## src/rtl/code_seq_pkg.sv

```systemverilog
// ---------------------------------------------------------------------------
// code_seq_pkg
// Shared types and constants for the code sequencer:
//   seq_state_t - sequencer FSM states
//   CODE_W/CODE_MAX - width and top value of the 3-bit code
//   TICK_W - auto-step prescaler width
// Helper functions give the modulo-8 advance and the wrap condition.
// ---------------------------------------------------------------------------
package code_seq_pkg;

    localparam int              CODE_W   = 3;
    localparam logic [CODE_W-1:0] CODE_MAX = 3'd7;
    localparam int              TICK_W   = 26;

    typedef enum logic [1:0] {
        S_MANUAL = 2'd0,
        S_AUTO   = 2'd1,
        S_PAUSE  = 2'd2
    } seq_state_t;

    // Modulo-8 step; natural 3-bit overflow gives 7->0 and 0->7.
    function automatic logic [CODE_W-1:0] next_code(input logic [CODE_W-1:0] code,
                                                     input logic              down);
        return down ? code - 3'd1 : code + 3'd1;
    endfunction

    // True when the advance about to happen crosses the wrap boundary.
    function automatic logic is_wrap(input logic [CODE_W-1:0] code, input logic down);
        return down ? (code == '0) : (code == CODE_MAX);
    endfunction

endpackage

```

## src/rtl/code_sequencer_if.sv

```systemverilog
// ---------------------------------------------------------------------------
// code_sequencer_if
// Board-side signal bundle of the code sequencer.
//   KEY_STEP  - push button, active-low, asynchronous
//   SW_MODE   - 0 manual, 1 auto, asynchronous
//   SW_DIR    - 0 up, 1 down, asynchronous
//   C         - 3-bit code to the seven-segment decoder
//   LEDR_RUN  - high while auto-stepping
//   WRAP      - one-cycle wrap pulse (only with CODE_SEQ_WRAP_PULSE_EN)
// Modports: master drives the board inputs, slave is the sequencer.
// ---------------------------------------------------------------------------
interface code_sequencer_if;
    import code_seq_pkg::*;

    logic              KEY_STEP;
    logic              SW_MODE;
    logic              SW_DIR;
    logic [CODE_W-1:0] C;
    logic              LEDR_RUN;

`ifdef CODE_SEQ_WRAP_PULSE_EN
    logic              WRAP;

    modport master (output KEY_STEP, SW_MODE, SW_DIR, input  C, LEDR_RUN, WRAP);
    modport slave  (input  KEY_STEP, SW_MODE, SW_DIR, output C, LEDR_RUN, WRAP);
`else
    modport master (output KEY_STEP, SW_MODE, SW_DIR, input  C, LEDR_RUN);
    modport slave  (input  KEY_STEP, SW_MODE, SW_DIR, output C, LEDR_RUN);
`endif

endinterface

```

## src/rtl/key_debounce.sv

```systemverilog
// ---------------------------------------------------------------------------
// key_debounce
// Synchronizes an asynchronous active-low push button, debounces it and
// emits a one-cycle pulse on each accepted press (1->0 of the debounced level).
// Ports:
//   clk, rst_n   - clock, asynchronous active-low reset
//   key_n_async  - raw button level
//   key_db       - debounced level (reset 1 = released)
//   step_p       - registered one-cycle press pulse
// Parameter DEB_CYCLES (>= 2): consecutive differing samples needed to accept
// a level change.
// ---------------------------------------------------------------------------
module key_debounce #(
    parameter int DEB_CYCLES = 1_000_000
) (
    input  logic clk,
    input  logic rst_n,
    input  logic key_n_async,
    output logic key_db,
    output logic step_p
);

    localparam int CNT_W = $clog2(DEB_CYCLES);

    logic             sync1_q, sync1_d;
    logic             sync2_q, sync2_d;
    logic [CNT_W-1:0] cnt_q, cnt_d;
    logic             key_db_q, key_db_d;
    logic             key_db_dly_q, key_db_dly_d;
    logic             step_p_q, step_p_d;

    always_comb begin
        // NOTE: every output of a combinational block gets a default first so
        // no path leaves it unassigned, which would infer a latch.
        sync1_d      = key_n_async;
        sync2_d      = sync1_q;
        cnt_d        = '0;
        key_db_d     = key_db_q;
        key_db_dly_d = key_db_q;

        if (sync2_q != key_db_q) begin
            if (cnt_q == CNT_W'(DEB_CYCLES - 1)) begin
                key_db_d = sync2_q;
            end else begin
                cnt_d = cnt_q + 1'b1;
            end
        end

        // Press is the fall of the debounced level; release gives nothing.
        step_p_d = key_db_dly_q & ~key_db_q;
    end

    always_ff @(posedge clk or negedge rst_n) begin
        if (!rst_n) begin
            // NOTE: sequential state uses non-blocking assignments so every
            // flop samples pre-edge values regardless of statement order.
            sync1_q      <= 1'b1;
            sync2_q      <= 1'b1;
            cnt_q        <= '0;
            key_db_q     <= 1'b1;
            key_db_dly_q <= 1'b1;
            step_p_q     <= 1'b0;
        end else begin
            sync1_q      <= sync1_d;
            sync2_q      <= sync2_d;
            cnt_q        <= cnt_d;
            key_db_q     <= key_db_d;
            key_db_dly_q <= key_db_dly_d;
            step_p_q     <= step_p_d;
        end
    end

    assign key_db = key_db_q;
    assign step_p = step_p_q;

endmodule

```

## src/rtl/code_sequencer.sv

```systemverilog
// ---------------------------------------------------------------------------
// code_sequencer
// Generates the 3-bit code for the seven-segment decoder. The code steps on a
// debounced button press (manual) or on a prescaled tick (auto), up or down
// modulo 8. A press in auto toggles pause; the mode switch always wins.
// Ports:
//   CLOCK_50 - clock
//   RESET_N  - asynchronous active-low reset
//   bus      - code_sequencer_if.slave (KEY_STEP, SW_MODE, SW_DIR in;
//              C, LEDR_RUN [, WRAP] out, all outputs registered)
// Parameters: TICK_DIV (>= 2) clocks per auto step, DEB_CYCLES (>= 2).
// Optional: define CODE_SEQ_WRAP_PULSE_EN to drive bus.WRAP, a one-cycle
// pulse coincident with C showing a wrapped value (7->0 up, 0->7 down).
// ---------------------------------------------------------------------------
module code_sequencer
    import code_seq_pkg::*;
#(
    parameter int TICK_DIV   = 50_000_000,
    parameter int DEB_CYCLES = 1_000_000
) (
    input  logic             CLOCK_50,
    input  logic             RESET_N,
    code_sequencer_if.slave  bus
);

    logic              mode_s1_q, mode_s1_d, mode_s2_q, mode_s2_d;
    logic              dir_s1_q,  dir_s1_d,  dir_s2_q,  dir_s2_d;
    seq_state_t        state_q, state_d;
    logic [CODE_W-1:0] code_q, code_d;
    logic              ledr_run_q, ledr_run_d;
    logic [TICK_W-1:0] tick_cnt_q, tick_cnt_d;
    logic              tick;
    logic              advance;
    logic              step_p;
    logic              key_db_unused; // the press pulse carries all we need

    key_debounce #(
        .DEB_CYCLES (DEB_CYCLES)
    ) u_key_debounce (
        .clk         (CLOCK_50),
        .rst_n       (RESET_N),
        .key_n_async (bus.KEY_STEP),
        .key_db      (key_db_unused),
        .step_p      (step_p)
    );

    always_comb begin
        mode_s1_d  = bus.SW_MODE;
        mode_s2_d  = mode_s1_q;
        dir_s1_d   = bus.SW_DIR;
        dir_s2_d   = dir_s1_q;
        state_d    = state_q;
        code_d     = code_q;
        advance    = 1'b0;
        tick_cnt_d = '0;
        tick       = (state_q == S_AUTO) && (tick_cnt_q == TICK_W'(TICK_DIV - 1));

        // A mode change pre-empts everything else in the same cycle.
        unique case (state_q)
            S_MANUAL: begin
                if (mode_s2_q)   state_d = S_AUTO;
                else if (step_p) advance = 1'b1;
            end
            S_AUTO: begin
                if (!mode_s2_q) begin
                    state_d = S_MANUAL;
                end else begin
                    advance = tick;
                    if (step_p) state_d = S_PAUSE;
                end
            end
            S_PAUSE: begin
                if (!mode_s2_q)  state_d = S_MANUAL;
                else if (step_p) state_d = S_AUTO;
            end
            default: state_d = S_MANUAL;
        endcase

        if (advance) code_d = next_code(code_q, dir_s2_q);

        // Count only while staying in auto, so every entry restarts a full interval.
        if (state_q == S_AUTO && state_d == S_AUTO)
            tick_cnt_d = tick ? '0 : tick_cnt_q + 1'b1;

        ledr_run_d = (state_d == S_AUTO);
    end

    always_ff @(posedge CLOCK_50 or negedge RESET_N) begin
        if (!RESET_N) begin
            mode_s1_q  <= 1'b0;
            mode_s2_q  <= 1'b0;
            dir_s1_q   <= 1'b0;
            dir_s2_q   <= 1'b0;
            state_q    <= S_MANUAL;
            code_q     <= '0;
            ledr_run_q <= 1'b0;
            tick_cnt_q <= '0;
        end else begin
            mode_s1_q  <= mode_s1_d;
            mode_s2_q  <= mode_s2_d;
            dir_s1_q   <= dir_s1_d;
            dir_s2_q   <= dir_s2_d;
            state_q    <= state_d;
            code_q     <= code_d;
            ledr_run_q <= ledr_run_d;
            tick_cnt_q <= tick_cnt_d;
        end
    end

    assign bus.C        = code_q;
    assign bus.LEDR_RUN = ledr_run_q;

`ifdef CODE_SEQ_WRAP_PULSE_EN
    logic wrap_q, wrap_d;

    always_comb begin
        wrap_d = advance && is_wrap(code_q, dir_s2_q);
    end

    always_ff @(posedge CLOCK_50 or negedge RESET_N) begin
        if (!RESET_N) wrap_q <= 1'b0;
        else          wrap_q <= wrap_d;
    end

    assign bus.WRAP = wrap_q;
`endif

endmodule

```

## src/flat_wrapper.sv

```systemverilog
// flat-port wrapper written by rule: the top's interface ports become plain ports
module code_sequencer_flat import code_seq_pkg::*;
#(
    parameter int TICK_DIV   = 50_000_000,
    parameter int DEB_CYCLES = 1_000_000
)
  (CLOCK_50, RESET_N, bus_KEY_STEP, bus_SW_MODE, bus_SW_DIR, bus_C, bus_LEDR_RUN);
  code_sequencer_if bus_i ();
  input  logic CLOCK_50;
  input  logic RESET_N;
  input wire logic [$bits(bus_i.KEY_STEP)-1:0] bus_KEY_STEP;
  input wire logic [$bits(bus_i.SW_MODE)-1:0] bus_SW_MODE;
  input wire logic [$bits(bus_i.SW_DIR)-1:0] bus_SW_DIR;
  output wire logic [$bits(bus_i.C)-1:0] bus_C;
  output wire logic [$bits(bus_i.LEDR_RUN)-1:0] bus_LEDR_RUN;
  assign bus_i.KEY_STEP = bus_KEY_STEP;
  assign bus_i.SW_MODE = bus_SW_MODE;
  assign bus_i.SW_DIR = bus_SW_DIR;
  assign bus_C = bus_i.C;
  assign bus_LEDR_RUN = bus_i.LEDR_RUN;
  code_sequencer #(.TICK_DIV(TICK_DIV), .DEB_CYCLES(DEB_CYCLES)) u_core (.CLOCK_50(CLOCK_50), .RESET_N(RESET_N), .bus(bus_i));
endmodule
```

## config.mk

```make
export PLATFORM = sky130hd
export DESIGN_NAME = code_sequencer_flat
export DESIGN_NICKNAME = d
export VERILOG_FILES = /design/src/rtl/code_seq_pkg.sv /design/src/rtl/code_sequencer_if.sv /design/src/rtl/key_debounce.sv /design/src/rtl/code_sequencer.sv /design/src/flat_wrapper.sv
export SDC_FILE = /design/constraint.sdc
export NUM_CORES = 1
export LEC_CHECK = 0
export CAP_MARGIN = 10
export CORE_MARGIN = 1
export CORE_UTILIZATION = 60
export CTS_CLUSTER_SIZE = 12
export DETAILED_ROUTE_END_ITERATION = 10
export PLACE_DENSITY_LB_ADDON = 0.15
export SLEW_MARGIN = 10
export SYNTH_ARGS = -nofsm -noshare
export SYNTH_HDL_FRONTEND = slang
export SYNTH_SLANG_ARGS = --single-unit
```

## constraint.sdc

```tcl
create_clock -name CLOCK_50 -period 3.8 [get_ports CLOCK_50]
set_input_delay 0.95 -clock CLOCK_50 [delete_from_list [all_inputs] [get_ports CLOCK_50]]
set_output_delay 0.95 -clock CLOCK_50 [all_outputs]
set_load 0.01 [all_outputs]
```

==> impl_metrics.json <==
{
  "netlist_area_sq_um": 3080,
  "cts_buffers": 9,
  "dr.pass1.iters": 4,
  "grt_pass1_vias": 2173,
  "cts_setup_buffers": 0,
  "crit_buf_inv": 0,
  "cp_cell_sequence": "and4_1 > nand4_1 > o21ai_2 > a21oi_1",
  "diodes": 0,
  "critPathSlowestCell": "o21ai_2",
  "slew_violations": 0,
  "arrival_ns": 2.50,
  "core_area_sq_um": 4820,
  "dominantRegCellSynth": "dfrtp_1",
  "clk_latency_ns": 0.33,
  "path_class": "flop to flop",
  "ys_seq_elements": 61,
  "antenna_found_initial": 0,
  "syn_nets": 311,
  "cts_tree": "done",
  "status": "finished clean",
  "avgSynthCellArea_sq_um": 10.2,
  "path_clk_slew_ns": 0.06,
  "skew_ns": 0.00637,
  "hold_start": "u_core.mode_s1_q$_DFF_PN0_",
  "hp-class": "flop to flop",
  "worst_pin_slew_ns": 1.03,
  "layout_min_cycle_time_ns": 2.34,
  "critPathMaxStageDelay_ns": 0.88,
  "crit_family": "compound AO/OA/AOI/OAI gates",
  "endpoint": "u_core.tick_cnt_q[17]$_DFF_PN0_",
  "dpl_cell_area_sq_um": 3160,
  "dpl.cell_count": 366,
  "cp_data_required_time_ns": 3.96,
  "synth_edf_count": 0,
  "globalRouteOverflowTotal": 0,
  "grt_pass1_wl_mm": 9.58,
  "final_antenna_net_count": 0,
  "fin_crit_sh": 0.616,
  "ff2ff_setup_slack_ns": 1.46,
  "finalHoldViolCount": 0,
  "grtUsageTotal": 0.236,
  "drc": 0,
  "crit_start": "u_core.tick_cnt_q[2]$_DFF_PN0_",
  "path_depth": 4,
  "clk_path_buf_depth": 2,
  "dp_hpwl_mm": 3.75,
  "die_w_um": 73.6,
  "synth_cells": 303,
  "cts_root_buf": "clkbuf_8",
  "yosysSeqAreaShare": 0.498,
  "mostFrequentLayoutCell": "dfrtp_1",
  "ys_warn_count": 0,
  "nets": 318,
  "powerDensity_nw_per_um2": 365,
  "maxCapViolCount": 0,
  "reg2reg_from": "u_core.tick_cnt_q[2]$_DFF_PN0_",
  "vias": 2238,
  "p_leak_nw": 1.35,
  "portBuffers": 8,
  "crit_path_end_kind": "flop",
  "wl_per_cell_um": 14.4,
  "mostFrequentLayoutCells": "dfrtp_1, nor2_1, a21oi_1, xor2_1, nand3_1",
  "drtIter0Drc": 110,
  "startpoint_type": "flop",
  "viasPerCell": 5.87,
  "reg2reg_depth": 4,
  "cts.sinks": 61,
  "grt_start_max_net_pins": 48,
  "die_h_um": 73.6,
  "initial_utilization": 0.639,
  "fin_setup_tns_ns": 0,
  "finish.instance_area_sq_um": 3340,
  "gp_congestion": 0.833,
  "dieArea_sq_um": 5420,
  "htree_levels": 3,
  "io_pins": 9,
  "hold_buffers": 0,
  "routed_wl_mm": 5.49,
  "rsz0062_at_grt": "no",
  "timing.fmax_ghz": 0.427,
  "rows": 25,
  "cp_max_fo": 25,
  "relSlewSlack": 0.311,
  "drive_above_1_share": 0.102,
  "worstReg2RegEnd": "u_core.tick_cnt_q[17]$_DFF_PN0_",
  "area.growth.synth_to_final_pct": 8.62,
  "instances_no_fill": 381,
  "async_flop_share": 1.00,
  "setup_viol": 0,
  "cts_resized": 0,
  "synth_cell_types": 46,
  "ir_drop_v": 0.000238
}
==> cell usage after synthesis (2+ instances only) <==
library cell | count | area [sq um]
nand4_4 | 2 | 42.5
nor4_1 | 4 | 25.0
xor2_1 | 21 | 184
inv_1 | 7 | 26.3
nor4b_1 | 2 | 17.5
and4_2 | 2 | 20.0
o31ai_1 | 9 | 67.6
nor3_1 | 4 | 20.0
buf_4 | 3 | 22.5
clkbuf_1 | 4 | 15.0
dfrtp_1 | 57 | 1430
a211oi_1 | 2 | 15.0
a21oi_1 | 21 | 105
xnor2_1 | 3 | 26.3
nor2_1 | 28 | 105
buf_6 | 3 | 33.8
nand3_1 | 18 | 90.1
nand2_1 | 15 | 56.3
and2_1 | 9 | 56.3
nand3b_1 | 3 | 22.5
or3_1 | 11 | 68.8
dfstp_2 | 4 | 105
o21ai_0 | 12 | 60.1
ha_1 | 2 | 25.0
nand4_1 | 14 | 87.6
o211ai_1 | 3 | 22.5
and3_1 | 5 | 31.3
nor2b_1 | 2 | 12.5
and4_1 | 7 | 61.3
or4_1 | 7 | 52.6
buf_2 | 4 | 20.0
==> final cells by class <==
class	count	area, sq um
tap	67	83.8
clock buffer	14	173
timing repair buffer	10	90.1
clock inverter	1	5.00
multi-input combinational	221	1430
inverter	7	26.3
fill	391	1480
sequential	61	1530
==> state kept, by name, indices dropped and copies added, names as in the netlist <==
register / flops
u_core.bus.LEDR_RUN: 1
u_core.state_q: 2
u_core.u_key_debounce.sync1_q: 1
u_core.u_key_debounce.cnt_q: 20
u_core.u_key_debounce.key_db_dly_q: 1
u_core.tick_cnt_q: 26
u_core.bus.C: 3
u_core.mode_s1_q: 1
u_core.u_key_debounce.sync2_q: 1
u_core.mode_s2_q: 1
u_core.u_key_debounce.step_p: 1
u_core.dir_s1_q: 1
u_core.u_key_debounce.key_db: 1
u_core.dir_s2_q: 1
==> routing by layer <==
layer | GRT usage | vias up | part of all wire
met5 | 0 | - | 0
li1 | - | 1112 | -
met3 | 0.0508 | 13 | 0.032
met2 | 0.365 | 39 | 0.48
met1 | 0.312 | 1074 | 0.47
met4 | 0.122 | 0 | 0.019
==> how the worst min path moves through the flow <==
stage | to | slack, ns | cells after the start
finish | u_core.mode_s2_q$_DFF_PN0_ | 0.36 | 0
global route | u_core.u_key_debounce.sync2_q$_DFF_PN1_ | 0.37 | 0
CTS | u_core.mode_s2_q$_DFF_PN0_ | 0.36 | 0
detailed placement | u_core.mode_s2_q$_DFF_PN0_ | 0.35 | 0
global placement | u_core.dir_s2_q$_DFF_PN0_ | 0.33 | 0
floorplan | u_core.dir_s2_q$_DFF_PN0_ | 0.33 | 0
==> power by group <==
part	switching (mW)	internal [mW]	total, mW
logic	0.0285	0.0119	0.0404
registers	0.00530	0.659	0.664
clock network	0.229	0.286	0.515
total	0.263	0.956	1.22
==> logic make-up (layout without fill, tap and decap cells) <==
logic type                 count (synthesis)  in the layout  share of synthesized area
and+or+nand+nor                          141            141                      0.276
DFF                                       61             61                      0.498
AOI/OAI and AO/OA                         51             51                     0.0984
xor gates and xnor gates                  24             24                     0.0683
buffers and inverters                     21             32                     0.0382
adders and majority gates                  3              3                     0.0146
muxes                                      2              2                    0.00691
==> through the flow <==
stage,power [mW],worst slack [ns],hold WS (ns),utilization
floorplan,0.694,2.12,0.331,-
global placement,0.716,1.59,0.332,0.657
detailed placement,0.717,1.51,0.347,0.657
CTS,1.23,1.48,0.361,0.694
global route,1.26,1.28,0.366,0.694
finish,1.22,1.46,0.364,0.694
Power figures use the tool's default switching activity.
